$ cat src/rtl/multicycle_control_fsm.sv
// Multi-cycle control sequencer for an RV32I-subset datapath sharing one memory port.
// Walks each instruction through FETCH/DECODE/EXEC/MEM/WB and traps on illegal opcodes or stalled accesses.
module multicycle_control_fsm #(
  parameter int TIMEOUT = 16
) (
  input  logic        clk,
  input  logic        reset,
  input  logic [31:0] instr,
  input  logic        zero,
  input  logic        mem_ready,
  output logic        mem_read,
  output logic        mem_write,
  output logic        iord,
  output logic        ir_write,
  output logic        pc_write,
  output logic        pc_src,
  output logic        reg_write,
  output logic        mem_to_reg,
  output logic        alu_src,
  output logic [3:0]  alu_control,
  output logic [2:0]  state,
  output logic        illegal,
  output logic        bus_error,
  output logic [31:0] instret
);

  typedef enum logic [2:0] {
    S_FETCH  = 3'd0,
    S_DECODE = 3'd1,
    S_EXEC   = 3'd2,
    S_MEM    = 3'd3,
    S_WB     = 3'd4,
    S_TRAP   = 3'd5
  } state_t;

  localparam logic [6:0] OP_R  = 7'b0110011;
  localparam logic [6:0] OP_I  = 7'b0010011;
  localparam logic [6:0] OP_LW = 7'b0000011;
  localparam logic [6:0] OP_SW = 7'b0100011;
  localparam logic [6:0] OP_BR = 7'b1100011;

  localparam logic [3:0] ALU_AND = 4'b0000;
  localparam logic [3:0] ALU_OR  = 4'b0001;
  localparam logic [3:0] ALU_ADD = 4'b0010;
  localparam logic [3:0] ALU_SUB = 4'b0110;
  localparam logic [3:0] ALU_SLT = 4'b0111;

  // The last wait cycle: a miss here would push the count to TIMEOUT.
  localparam logic [7:0] TMO_LAST = 8'(TIMEOUT - 1);

  state_t      state_reg, state_next;
  logic [6:0]  opcode_reg;
  logic [2:0]  funct3_reg;
  logic        f7b5_reg;
  logic [7:0]  tmo_cnt_reg;
  logic        illegal_reg, bus_error_reg;
  logic [31:0] instret_reg;

  logic        retire, set_illegal, set_bus_error, timeout_hit, dec_legal;
  logic [3:0]  alu_dec;
  logic [2:0]  dec_f3;
  logic        unused_instr_bits;

  assign dec_f3            = instr[14:12];
  assign unused_instr_bits = ^{instr[31], instr[29:15], instr[11:7]};
  assign timeout_hit       = !mem_ready && (tmo_cnt_reg == TMO_LAST);

  always_comb begin
    dec_legal = 1'b0;
    case (instr[6:0])
      OP_R, OP_I:   dec_legal = (dec_f3 == 3'b000) || (dec_f3 == 3'b010) ||
                                (dec_f3 == 3'b110) || (dec_f3 == 3'b111);
      OP_LW, OP_SW: dec_legal = 1'b1;
      OP_BR:        dec_legal = (dec_f3[2:1] == 2'b00);
      default:      dec_legal = 1'b0;
    endcase
  end

  always_comb begin
    alu_dec = ALU_ADD;
    case (funct3_reg)
      3'b000:  alu_dec = (opcode_reg == OP_R && f7b5_reg) ? ALU_SUB : ALU_ADD;
      3'b010:  alu_dec = ALU_SLT;
      3'b110:  alu_dec = ALU_OR;
      3'b111:  alu_dec = ALU_AND;
      default: alu_dec = ALU_ADD;
    endcase
  end

  always_comb begin
    state_next    = state_reg;
    mem_read      = 1'b0;
    mem_write     = 1'b0;
    iord          = 1'b0;
    ir_write      = 1'b0;
    pc_write      = 1'b0;
    pc_src        = 1'b0;
    reg_write     = 1'b0;
    mem_to_reg    = 1'b0;
    alu_src       = 1'b0;
    alu_control   = ALU_AND;
    retire        = 1'b0;
    set_illegal   = 1'b0;
    set_bus_error = 1'b0;
    // Controls are forced low while reset is held so an in-flight access drops at once.
    if (!reset) begin
      case (state_reg)
        S_FETCH: begin
          mem_read = 1'b1;
          if (mem_ready) begin
            ir_write   = 1'b1;
            pc_write   = 1'b1;
            state_next = S_DECODE;
          end else if (timeout_hit) begin
            set_bus_error = 1'b1;
            state_next    = S_TRAP;
          end
        end
        S_DECODE: begin
          if (dec_legal) begin
            state_next = S_EXEC;
          end else begin
            set_illegal = 1'b1;
            state_next  = S_TRAP;
          end
        end
        S_EXEC: begin
          case (opcode_reg)
            OP_R: begin
              alu_control = alu_dec;
              state_next  = S_WB;
            end
            OP_I: begin
              alu_src     = 1'b1;
              alu_control = alu_dec;
              state_next  = S_WB;
            end
            OP_LW, OP_SW: begin
              alu_src     = 1'b1;
              alu_control = ALU_ADD;
              state_next  = S_MEM;
            end
            OP_BR: begin
              alu_control = ALU_SUB;
              if ((funct3_reg == 3'b000 && zero) || (funct3_reg == 3'b001 && !zero)) begin
                pc_write = 1'b1;
                pc_src   = 1'b1;
              end
              retire     = 1'b1;
              state_next = S_FETCH;
            end
            default: state_next = S_TRAP;
          endcase
        end
        S_MEM: begin
          iord        = 1'b1;
          alu_src     = 1'b1;
          alu_control = ALU_ADD;
          if (opcode_reg == OP_LW) mem_read = 1'b1;
          else                     mem_write = !timeout_hit;
          if (mem_ready) begin
            state_next = (opcode_reg == OP_LW) ? S_WB : S_FETCH;
            retire     = (opcode_reg != OP_LW);
          end else if (timeout_hit) begin
            set_bus_error = 1'b1;
            state_next    = S_TRAP;
          end
        end
        S_WB: begin
          reg_write   = 1'b1;
          mem_to_reg  = (opcode_reg == OP_LW);
          alu_src     = (opcode_reg != OP_R);
          alu_control = (opcode_reg == OP_LW) ? ALU_ADD : alu_dec;
          retire      = 1'b1;
          state_next  = S_FETCH;
        end
        S_TRAP:  state_next = S_TRAP;
        default: state_next = S_TRAP;
      endcase
    end
  end

  always_ff @(posedge clk or posedge reset) begin
    if (reset) begin
      state_reg     <= S_FETCH;
      opcode_reg    <= '0;
      funct3_reg    <= '0;
      f7b5_reg      <= 1'b0;
      tmo_cnt_reg   <= '0;
      illegal_reg   <= 1'b0;
      bus_error_reg <= 1'b0;
      instret_reg   <= '0;
    end else begin
      state_reg <= state_next;
      if (state_reg == S_DECODE) begin
        opcode_reg <= instr[6:0];
        funct3_reg <= instr[14:12];
        f7b5_reg   <= instr[30];
      end
      if (state_next != state_reg && (state_next == S_FETCH || state_next == S_MEM))
        tmo_cnt_reg <= '0;
      else if ((state_reg == S_FETCH || state_reg == S_MEM) && !mem_ready)
        tmo_cnt_reg <= tmo_cnt_reg + 8'd1;
      if (set_illegal)   illegal_reg   <= 1'b1;
      if (set_bus_error) bus_error_reg <= 1'b1;
      if (retire)        instret_reg   <= instret_reg + 32'd1;
    end
  end

  assign state     = state_reg;
  assign illegal   = illegal_reg;
  assign bus_error = bus_error_reg;
  assign instret   = instret_reg;

endmodule

$ cat config.mk
export PLATFORM = sky130hd
export DESIGN_NAME = multicycle_control_fsm
export DESIGN_NICKNAME = d
export VERILOG_FILES = /design/src/rtl/multicycle_control_fsm.sv
export SDC_FILE = /design/constraint.sdc
export NUM_CORES = 1
export LEC_CHECK = 0
export CORE_MARGIN = 5
export CORE_UTILIZATION = 49
export DETAILED_ROUTE_END_ITERATION = 16
export GPL_ROUTABILITY_DRIVEN = 1
export GPL_TIMING_DRIVEN = 0
export PLACE_DENSITY = 0.77
export SYNTH_ARGS = -nofsm -noshare
export SYNTH_HDL_FRONTEND = slang
export SYNTH_SLANG_ARGS = --single-unit
$ cat constraint.sdc
create_clock -name clk -period 4.1 [get_ports clk]
set_input_delay 0.82 -clock clk [delete_from_list [all_inputs] [get_ports clk]]
set_output_delay 0.82 -clock clk [all_outputs]
set_load 0.01 [all_outputs]
== Word-level counts from Yosys, hierarchy flattened ==
Index checks and enable logic that the tools add are counted.
Storage, ports and cells
  register bits after elaboration: 56
  input bits: 36
  output and inout port bits: 50
Cells by class
  $add $sub $neg: 2
  eq/ne operators: 26
  multiplexer cells: 52
  reductions and logical operators: 27
Operators with widths (count)
  32-bit by 1-bit adder with 32-bit output (second input constant): 1
  1-bit two-way mux: 31
  7-bit by 6-bit equality test with 1-bit output (second input constant): 4
  4-bit one-hot mux with 3 select lines: 2
  3-bit two-way mux: 7
  8-bit two-way mux: 2
  3-bit by 2-bit equality test with 1-bit output (second input constant): 5
  3-bit equality test (second input constant): 5
  3-bit one-hot mux with 5 select lines: 1
  7-bit by 2-bit equality test with 1-bit output (second input constant): 2
  7-bit by 5-bit equality test with 1-bit output (second input constant): 2
  7-bit equality test (second input constant): 2
  3-bit logical NOT: 4
  3-bit one-hot mux with 4 select lines: 1
  2-bit OR reduction: 5
  1-bit one-hot mux with 3 select lines: 3
  3-bit one-hot mux with 3 select lines: 1
  8-bit by 1-bit adder with 8-bit output (second input constant): 1
  8-bit by 4-bit equality test with 1-bit output (second input constant): 1
  4-bit two-way mux: 2
  7-bit by 2-bit inequality test with 1-bit output (second input constant): 1
  7-bit by 6-bit inequality test with 1-bit output (second input constant): 1
  3-bit by 1-bit equality test with 1-bit output (second input constant): 2
  1-bit logical AND: 6
  7 further kinds: 15

== Longest topological paths before layout ==
Gate-level depths: netlist of the first run.
  depth after elaboration: 12
  gate-level depth with buffers: 9

== Least setup slack after synthesis of the first run ==
OpenSTA, ideal clock, no wires.
  kind: input to output
  start: in reset
  end: out reg_write
  data arrival time: 2.954 ns
  required time: 3.280 ns
  path slack: 0.326 ns
  stages: 4
  cells stage by stage: buf_2 -> clkinv_1 -> nand2_1 -> inv_1
Between the ends
  word-level cells in the longest chain between the ends: 1
RTL lines
  start, declared: line 7  | input logic reset,
  1-bit two-way mux: line 106  | if (!reset) begin
  end, declared: line 17  | output logic reg_write,
No other way between the ends.

== Worst setup path after layout of the first run ==
  start: reg state_reg[2] (netlist: state[2])
  end: out alu_control[2]
Between the ends
  word-level cells in the longest chain between the ends: 3
RTL lines
  start, declared: line 51  | state_t state_reg, state_next;
  start signal, assigned: line 194  | state_reg <= state_next;
  3-bit equality test or 3-bit by 2-bit equality test with 1-bit output (tied branches): line 107  | case (state_reg)
  4-bit one-hot mux with 3 select lines *: line 107
  4-bit two-way mux *: line 106
  end, declared: line 20  | output logic [3:0] alu_control,
Every way passes the cells marked *; elsewhere a longest branch is shown, timed or not.

==> flow_metrics.py, run 1 <==
metrics = {
    "clock_network": {
        "ctsHoldBuffers": 0,
        "post_cts_buffers": 0,
        "cts-buffers-inserted": 5,
        "clock_path_buffers": 2,
        "insertion_delay_ps": 310,
        "cts_tree": "yes",
        "cts_resized": 0,
        "cts-root-buf": "clkbuf_8",
        "clk_pin_slew_ps": 100,
        "cts_max_level": 2,
        "cts.sinks": 56,
    },
    "pwr": {
        "power_mw": 1.95,
        "swShare_pct": 35.8,
        "pwr-share-seq_pct": 38.6,
        "p_sw_mw": 0.697,
        "p_leak_nw": 1.66,
        "intPower_mw": 1.25,
        "peakVddDrop_mv": 0.299,
        "clock_power_share_pct": 21.4,
        "p_per_area_nw_per_um2": 482,
        "p_comb_share_pct": 40.0,
    },
    "finish": {
        "layout.nets": 414,
        "fin_cells": 453,
        "nFillCells": 558,
        "final_area_um2": 4040,
        "layout_common_cells": "62 x clkdlybuf4s50_1, 56 x dfrtp_1, 27 x nand2_1, 27 x xnor2_1, 19 x nand4_1",
        "drive_gt1_share_pct": 13.3,
        "final_util_pct": 63.9,
        "layout_commonest_cell": "clkdlybuf4s50_1",
        "largest_register_ffs": 32,
        "syn2layout_area_growth_pct": 27.4,
        "num_antenna_cells": 0,
    },
    "sta": {
        "period_share_pct": 83.5,
        "fmax_mhz": 292,
        "post-route-min-period_ps": 3420,
        "maxSlewHeadroom_pct": 65.4,
        "finalSetupTns_ps": 0,
        "worst_pin_slew_ps": 515,
        "hold_viol": 0,
        "setup-violations-final": 0,
        "fin_ws_ps": 676,
        "rsz0062_at_grt": "false",
        "slew_violations": 0,
        "fin_skew_ps": 9.67,
        "hold_slack_ps": 462,
    },
    "critical_path": {
        "r2r-start": "tmo_cnt_reg[0]$_DFFE_PP0P_",
        "rr_endpoint": "tmo_cnt_reg[0]$_DFFE_PP0P_",
        "end_kind": "output port",
        "arrival_ps": 2600,
        "crit_required_ps": 3280,
        "cp-startpoint": "state[2]$_DFF_PP0_",
        "rrSetupSlack_ps": 1940,
        "critPathLaunchType": "flip-flop",
        "critical_path_peak_fanout": 7,
        "crit_end": "alu_control[2]",
        "critPathKind": "reg -> out",
        "rr_worst_depth": 7,
    },
    "synthesis": {
        "synthSimpleGateAreaFrac_pct": 23.1,
        "synth_cells": 306,
        "yosysSeqAreaShare_pct": 44.2,
        "synth_top_family_by_area": "simple AND/OR/NAND/NOR gates",
        "synth_area_per_cell_um2": 10.4,
        "synthXorXnorAreaFrac_pct": 10.8,
        "yosysWarnings": 0,
        "ys.flop_type": "dfrtp_1",
        "synth_nets": 344,
        "synth_area_um2": 3170,
        "synth_adder_area_share_pct": 0.790,
        "synth_compound_area_share_pct": 12.9,
        "synth_edf_count": 0,
        "synthArstFlopShare_pct": 100,
        "synth_mux_area_share_pct": 4.58,
        "ys_ff_latch": 56,
        "synth_cell_type_count": 64,
    },
    "floorplanning": {
        "ios": 86,
        "start_util_pct": 50.2,
        "core_um2": 6310,
        "dieArea_um2": 8170,
        "die_y_um": 90.4,
        "die_width_um": 90.4,
        "fp-row-count": 29,
    },
    "place": {
        "pre_cts_ws_ps": 732,
        "portBuffers": 62,
        "gp_congestion": 0.890,
        "dp_cells": 446,
        "post_dp_cell_area_um2": 3910,
        "hpwl_um": 5380,
    },
    "global_routing": {
        "grt_overflow_total": 0,
        "grt_max_degree": 40,
        "antenna_found_initial": 0,
        "grt_pass1_vias": 2541,
        "grt_pass1_wl_um": 12400,
        "grt_usage_pct": 18.1,
    },
    "drt": {
        "drt_pass1_iterations": 5,
        "vias": 2576,
        "drt_iter0_drc": 260,
        "post_drt_wl_per_cell_um": 16.0,
        "drc": 0,
        "ant_nets": 0,
        "drt_wl_total_um": 7250,
        "via_per_inst": 5.69,
    },
    "status": {
        "status": "complete, no violations",
    },
    "hold_path": {
        "hold_path_class": "reg -> reg",
    },
    "job": {
        "drv_cap": 0,
    },
}
==> critical path, stage by stage (launching register included) <==
cell and delay, ps:
dfrtp_1 470, nand2b_1 220, nor3_1 220, o21ai_0 110, a211o_1 340, o31ai_1 230, and2_1 160, clkdlybuf4s50_1 530
==> power by group through the flow <==
stage | logic, mW | clock network (mW) | registers, mW
global placement | 0.759 | 0 | 0.758
floorplan | 0.542 | 0 | 0.746
global route | 0.842 | 0.453 | 0.770
CTS | 0.778 | 0.428 | 0.750
finish | 0.779 | 0.416 | 0.751
detailed placement | 0.772 | 0 | 0.761
==> final cells by class <==
cell class              count  area, µm²  area share (%)
plain buffers              15       88.8            2.20
clock buffers               5       68.8            1.71
clock inverters             2       60.1            1.49
inverters                   6       23.8           0.589
multi-input cells         229       1660            41.0
flip-flops and latches     56       1400            34.7
well taps                  77       96.3            2.39
repair buffers             63        641            15.9
==> kinds of logic after synthesis <==
kind of cell	Yosys count
AOI/OAI and AO/OA	54
xor gates and xnor gates	39
adders and majority gates	2
buffers and inverters	21
DFF	56
muxes	12
other	1
and+or+nand+nor	121
==> cell usage after synthesis (2+ instances only) <==
cell type,n,area share (%)
nand2_1,27,3.2
and2_1,7,1.4
xnor2_1,27,7.5
nor2b_1,3,0.59
a21o_1,2,0.47
dfrtp_1,56,44
inv_1,5,0.59
nand3_1,8,1.3
a31oi_1,3,0.59
or2_2,3,0.59
and4_1,4,1.1
nor2_1,16,1.9
mux2_2,10,3.6
a21oi_1,16,2.5
ha_1,2,0.79
xor2_1,12,3.3
a22oi_1,2,0.47
clkbuf_1,4,0.47
and3_1,14,2.8
nand4_1,19,3.8
nand4b_1,2,0.55
nand2b_1,2,0.39
buf_2,5,0.79
buf_4,3,0.71
or4_1,2,0.47
o21ai_0,13,2.1
buf_6,2,0.71
==> per-layer routing <==
layer / vias to the layer above / wire, µm / GRT usage (%)
li1: 1234 / - / -
met1: 1229 / 3270 / 24.8
met2: 99 / 3430 / 29.0
met3: 14 / 433 / 4.25
met4: 0 / 115 / 4.09
met5: - / 0 / 0
==> worst min-delay path by stage <==
stage | depth (start not counted) | end | slack [ps] | from
global route | 1 | illegal$_DFFE_PP0P_ | 490 | illegal$_DFFE_PP0P_
detailed placement | 1 | bus_error$_DFFE_PP0P_ | 450 | bus_error$_DFFE_PP0P_
global placement | 1 | bus_error$_DFFE_PP0P_ | 450 | bus_error$_DFFE_PP0P_
finish | 1 | bus_error$_DFFE_PP0P_ | 460 | bus_error$_DFFE_PP0P_
CTS | 1 | bus_error$_DFFE_PP0P_ | 470 | bus_error$_DFFE_PP0P_
floorplan | 1 | f7b5_reg$_DFFE_PP0N_ | 480 | f7b5_reg$_DFFE_PP0N_
Power figures use the tool's default switching activity.
==> run 2: changes to the inputs <==
Clock period 4.1 ns to 3.2 ns, I/O delays scaled along.
==> flow_metrics.py, run 2 (synthesis results as in run 1) <==
metrics = {
    "status": {
        "status": "complete, no violations",
    },
    "finish": {
        "layout_common_cells": "61 x clkdlybuf4s50_1, 53 x dfrtp_1, 27 x nand2_1, 27 x xnor2_1, 19 x nand4_1",
        "drive_gt1_share_pct": 15.0,
        "layout.nets": 416,
        "layout_commonest_cell": "clkdlybuf4s50_1",
        "num_antenna_cells": 0,
        "fin_cells": 456,
        "syn2layout_area_growth_pct": 26.7,
        "final_area_um2": 4020,
        "largest_register_ffs": 32,
    },
    "drt": {
        "drc": 0,
        "post_drt_wl_per_cell_um": 16.2,
        "drt_iter0_drc": 155,
        "drt_wl_total_um": 7380,
        "drt_pass1_iterations": 4,
        "via_per_inst": 5.70,
        "vias": 2599,
        "ant_nets": 0,
    },
    "pwr": {
        "intPower_mw": 1.49,
        "p_leak_nw": 1.66,
        "pwr-share-seq_pct": 40.5,
        "p_comb_share_pct": 43.0,
        "p_sw_mw": 0.885,
        "p_per_area_nw_per_um2": 592,
        "clock_power_share_pct": 16.5,
        "peakVddDrop_mv": 0.362,
        "power_mw": 2.37,
        "swShare_pct": 37.3,
    },
    "clock_network": {
        "cts-buffers-inserted": 5,
        "cts-root-buf": "clkbuf_8",
        "cts.sinks": 56,
        "clk_pin_slew_ps": 100,
        "cts_tree": "yes",
        "cts_max_level": 2,
        "insertion_delay_ps": 300,
        "clock_path_buffers": 2,
    },
    "critical_path": {
        "rrSetupSlack_ps": 1040,
        "critical_path.cell_chain": "buf_2, and3b_2, nand4_1, or4_1, a21oi_1, clkdlybuf4s50_1",
        "critPathLaunchType": "flip-flop",
        "end_kind": "output port",
        "rr_worst_depth": 7,
        "critical_path_peak_fanout": 10,
        "crit_required_ps": 2560,
        "arrival_ps": 2440,
        "r2r-start": "tmo_cnt_reg[0]$_DFFE_PP0P_",
        "rr_endpoint": "tmo_cnt_reg[1]$_DFFE_PP0P_",
        "slowest_delay_ps": 540,
        "crit_slowest_cell": "clkdlybuf4s50_1",
        "critPathKind": "reg -> out",
    },
    "sta": {
        "rsz0062_at_grt": "false",
        "worst_pin_slew_ps": 544,
        "fmax_mhz": 324,
        "hold_viol": 0,
        "setup-violations-final": 0,
        "post-route-min-period_ps": 3080,
        "fin_skew_ps": 9.30,
        "maxSlewHeadroom_pct": 63.7,
        "period_share_pct": 96.4,
        "slew_violations": 0,
    },
    "floorplanning": {
        "core_um2": 6310,
        "die_width_um": 90.4,
        "die_y_um": 90.4,
        "start_util_pct": 50.2,
        "fp-row-count": 29,
        "dieArea_um2": 8170,
        "ios": 86,
    },
    "global_routing": {
        "antenna_found_initial": 0,
        "grt_max_degree": 63,
        "grt_pass1_vias": 2587,
        "grt_pass1_wl_um": 12800,
        "grt_usage_pct": 18.4,
        "grt_overflow_total": 0,
    },
    "job": {
        "drv_cap": 0,
    },
    "place": {
        "post_dp_cell_area_um2": 3890,
        "hpwl_um": 5370,
        "portBuffers": 62,
        "gp_congestion": 0.864,
        "dp_cells": 445,
    },
    "hold_path": {
        "hold_path_class": "in -> async",
    },
}
==> run 2: cell count changes in the layout (fill, tap and decap cells not counted), sizes merged <==
cell and change:
buf +2, clkdlybuf4s50 -1, bufinv -2, clkbuf +3, dlymetal6s2s +1
==> run 2: power by group through the flow <==
stage / registers (mW) / clock network (mW) / logic, mW
2_1_floorplan: 0.956 / 0 / 0.694
3_3_place_gp: 0.970 / 0 / 0.964
3_5_place_dp: 0.979 / 0 / 0.983
4_1_cts: 0.965 / 0.407 / 0.988
5_1_grt: 0.981 / 0.435 / 1.11
6_report: 0.962 / 0.393 / 1.02
==> run 2: metrics by stage <==
step                      utilization, %  setup TNS (ps)  setup WS, ps  hold WS, ps
final                               63.6               0           116          445
after detailed placement            61.6            -365          -212          458
after global routing                63.6               0          7.13          505
after CTS                           63.0               0          5.59          471
after floorplan                        -               0           517          481
after global placement              61.6            -346          -200          449
==> run 2: how the worst max path moves through the flow <==
stage                                    startpoint  depth (start not counted)                         end
after global routing      opcode_reg[4]$_DFFE_PP0N_                          6                    pc_write
after CTS                        state[1]$_DFF_PP0_                          7              alu_control[2]
after detailed placement                      reset                          5                   reg_write
after global placement                        reset                          5                   reg_write
after floorplan                               reset                          7  tmo_cnt_reg[0]$_DFFE_PP0P_
final                     opcode_reg[4]$_DFFE_PP0N_                          6                    pc_write
==> run 2: layout make-up <==
class,count,area [µm²]
Buffer,15,88.8
Clock buffer,8,90.1
Fill cell,532,2300
Inverter,6,27.5
Multi-Input combinational cell,229,1660
Sequential cell,56,1410
Tap cell,77,96.3
Timing Repair Buffer,65,646
==> run 2: critical path: cells and delay by family (launching register included) <==
kind	cells	cell delay, ps
AOI/OAI and AO/OA	1	140
buffers and inverters	2	710
and+or+nand+nor	3	920
DFF	1	360
==> run 2: what timing repair did <==
item                                    in CTS  in global routing
resized for setup                            1                  7
endpoints found under the setup margin       2                  3
gates cloned                                 0                  0
buffers inserted                             0                  3
pin swaps                                    0                  1
hold buffers                                 0                  0
==> run 2: routing by layer <==
metal | part of all wire [%] | wire (µm) | global-route usage [%] | vias up
li1 | - | - | - | 1236
met1 | 44 | 3280 | 25.5 | 1261
met2 | 48 | 3550 | 29.4 | 95
met3 | 6.4 | 472 | 4.25 | 7
met4 | 1.0 | 74 | 4.47 | 0
met5 | 0 | 0 | 0 | -
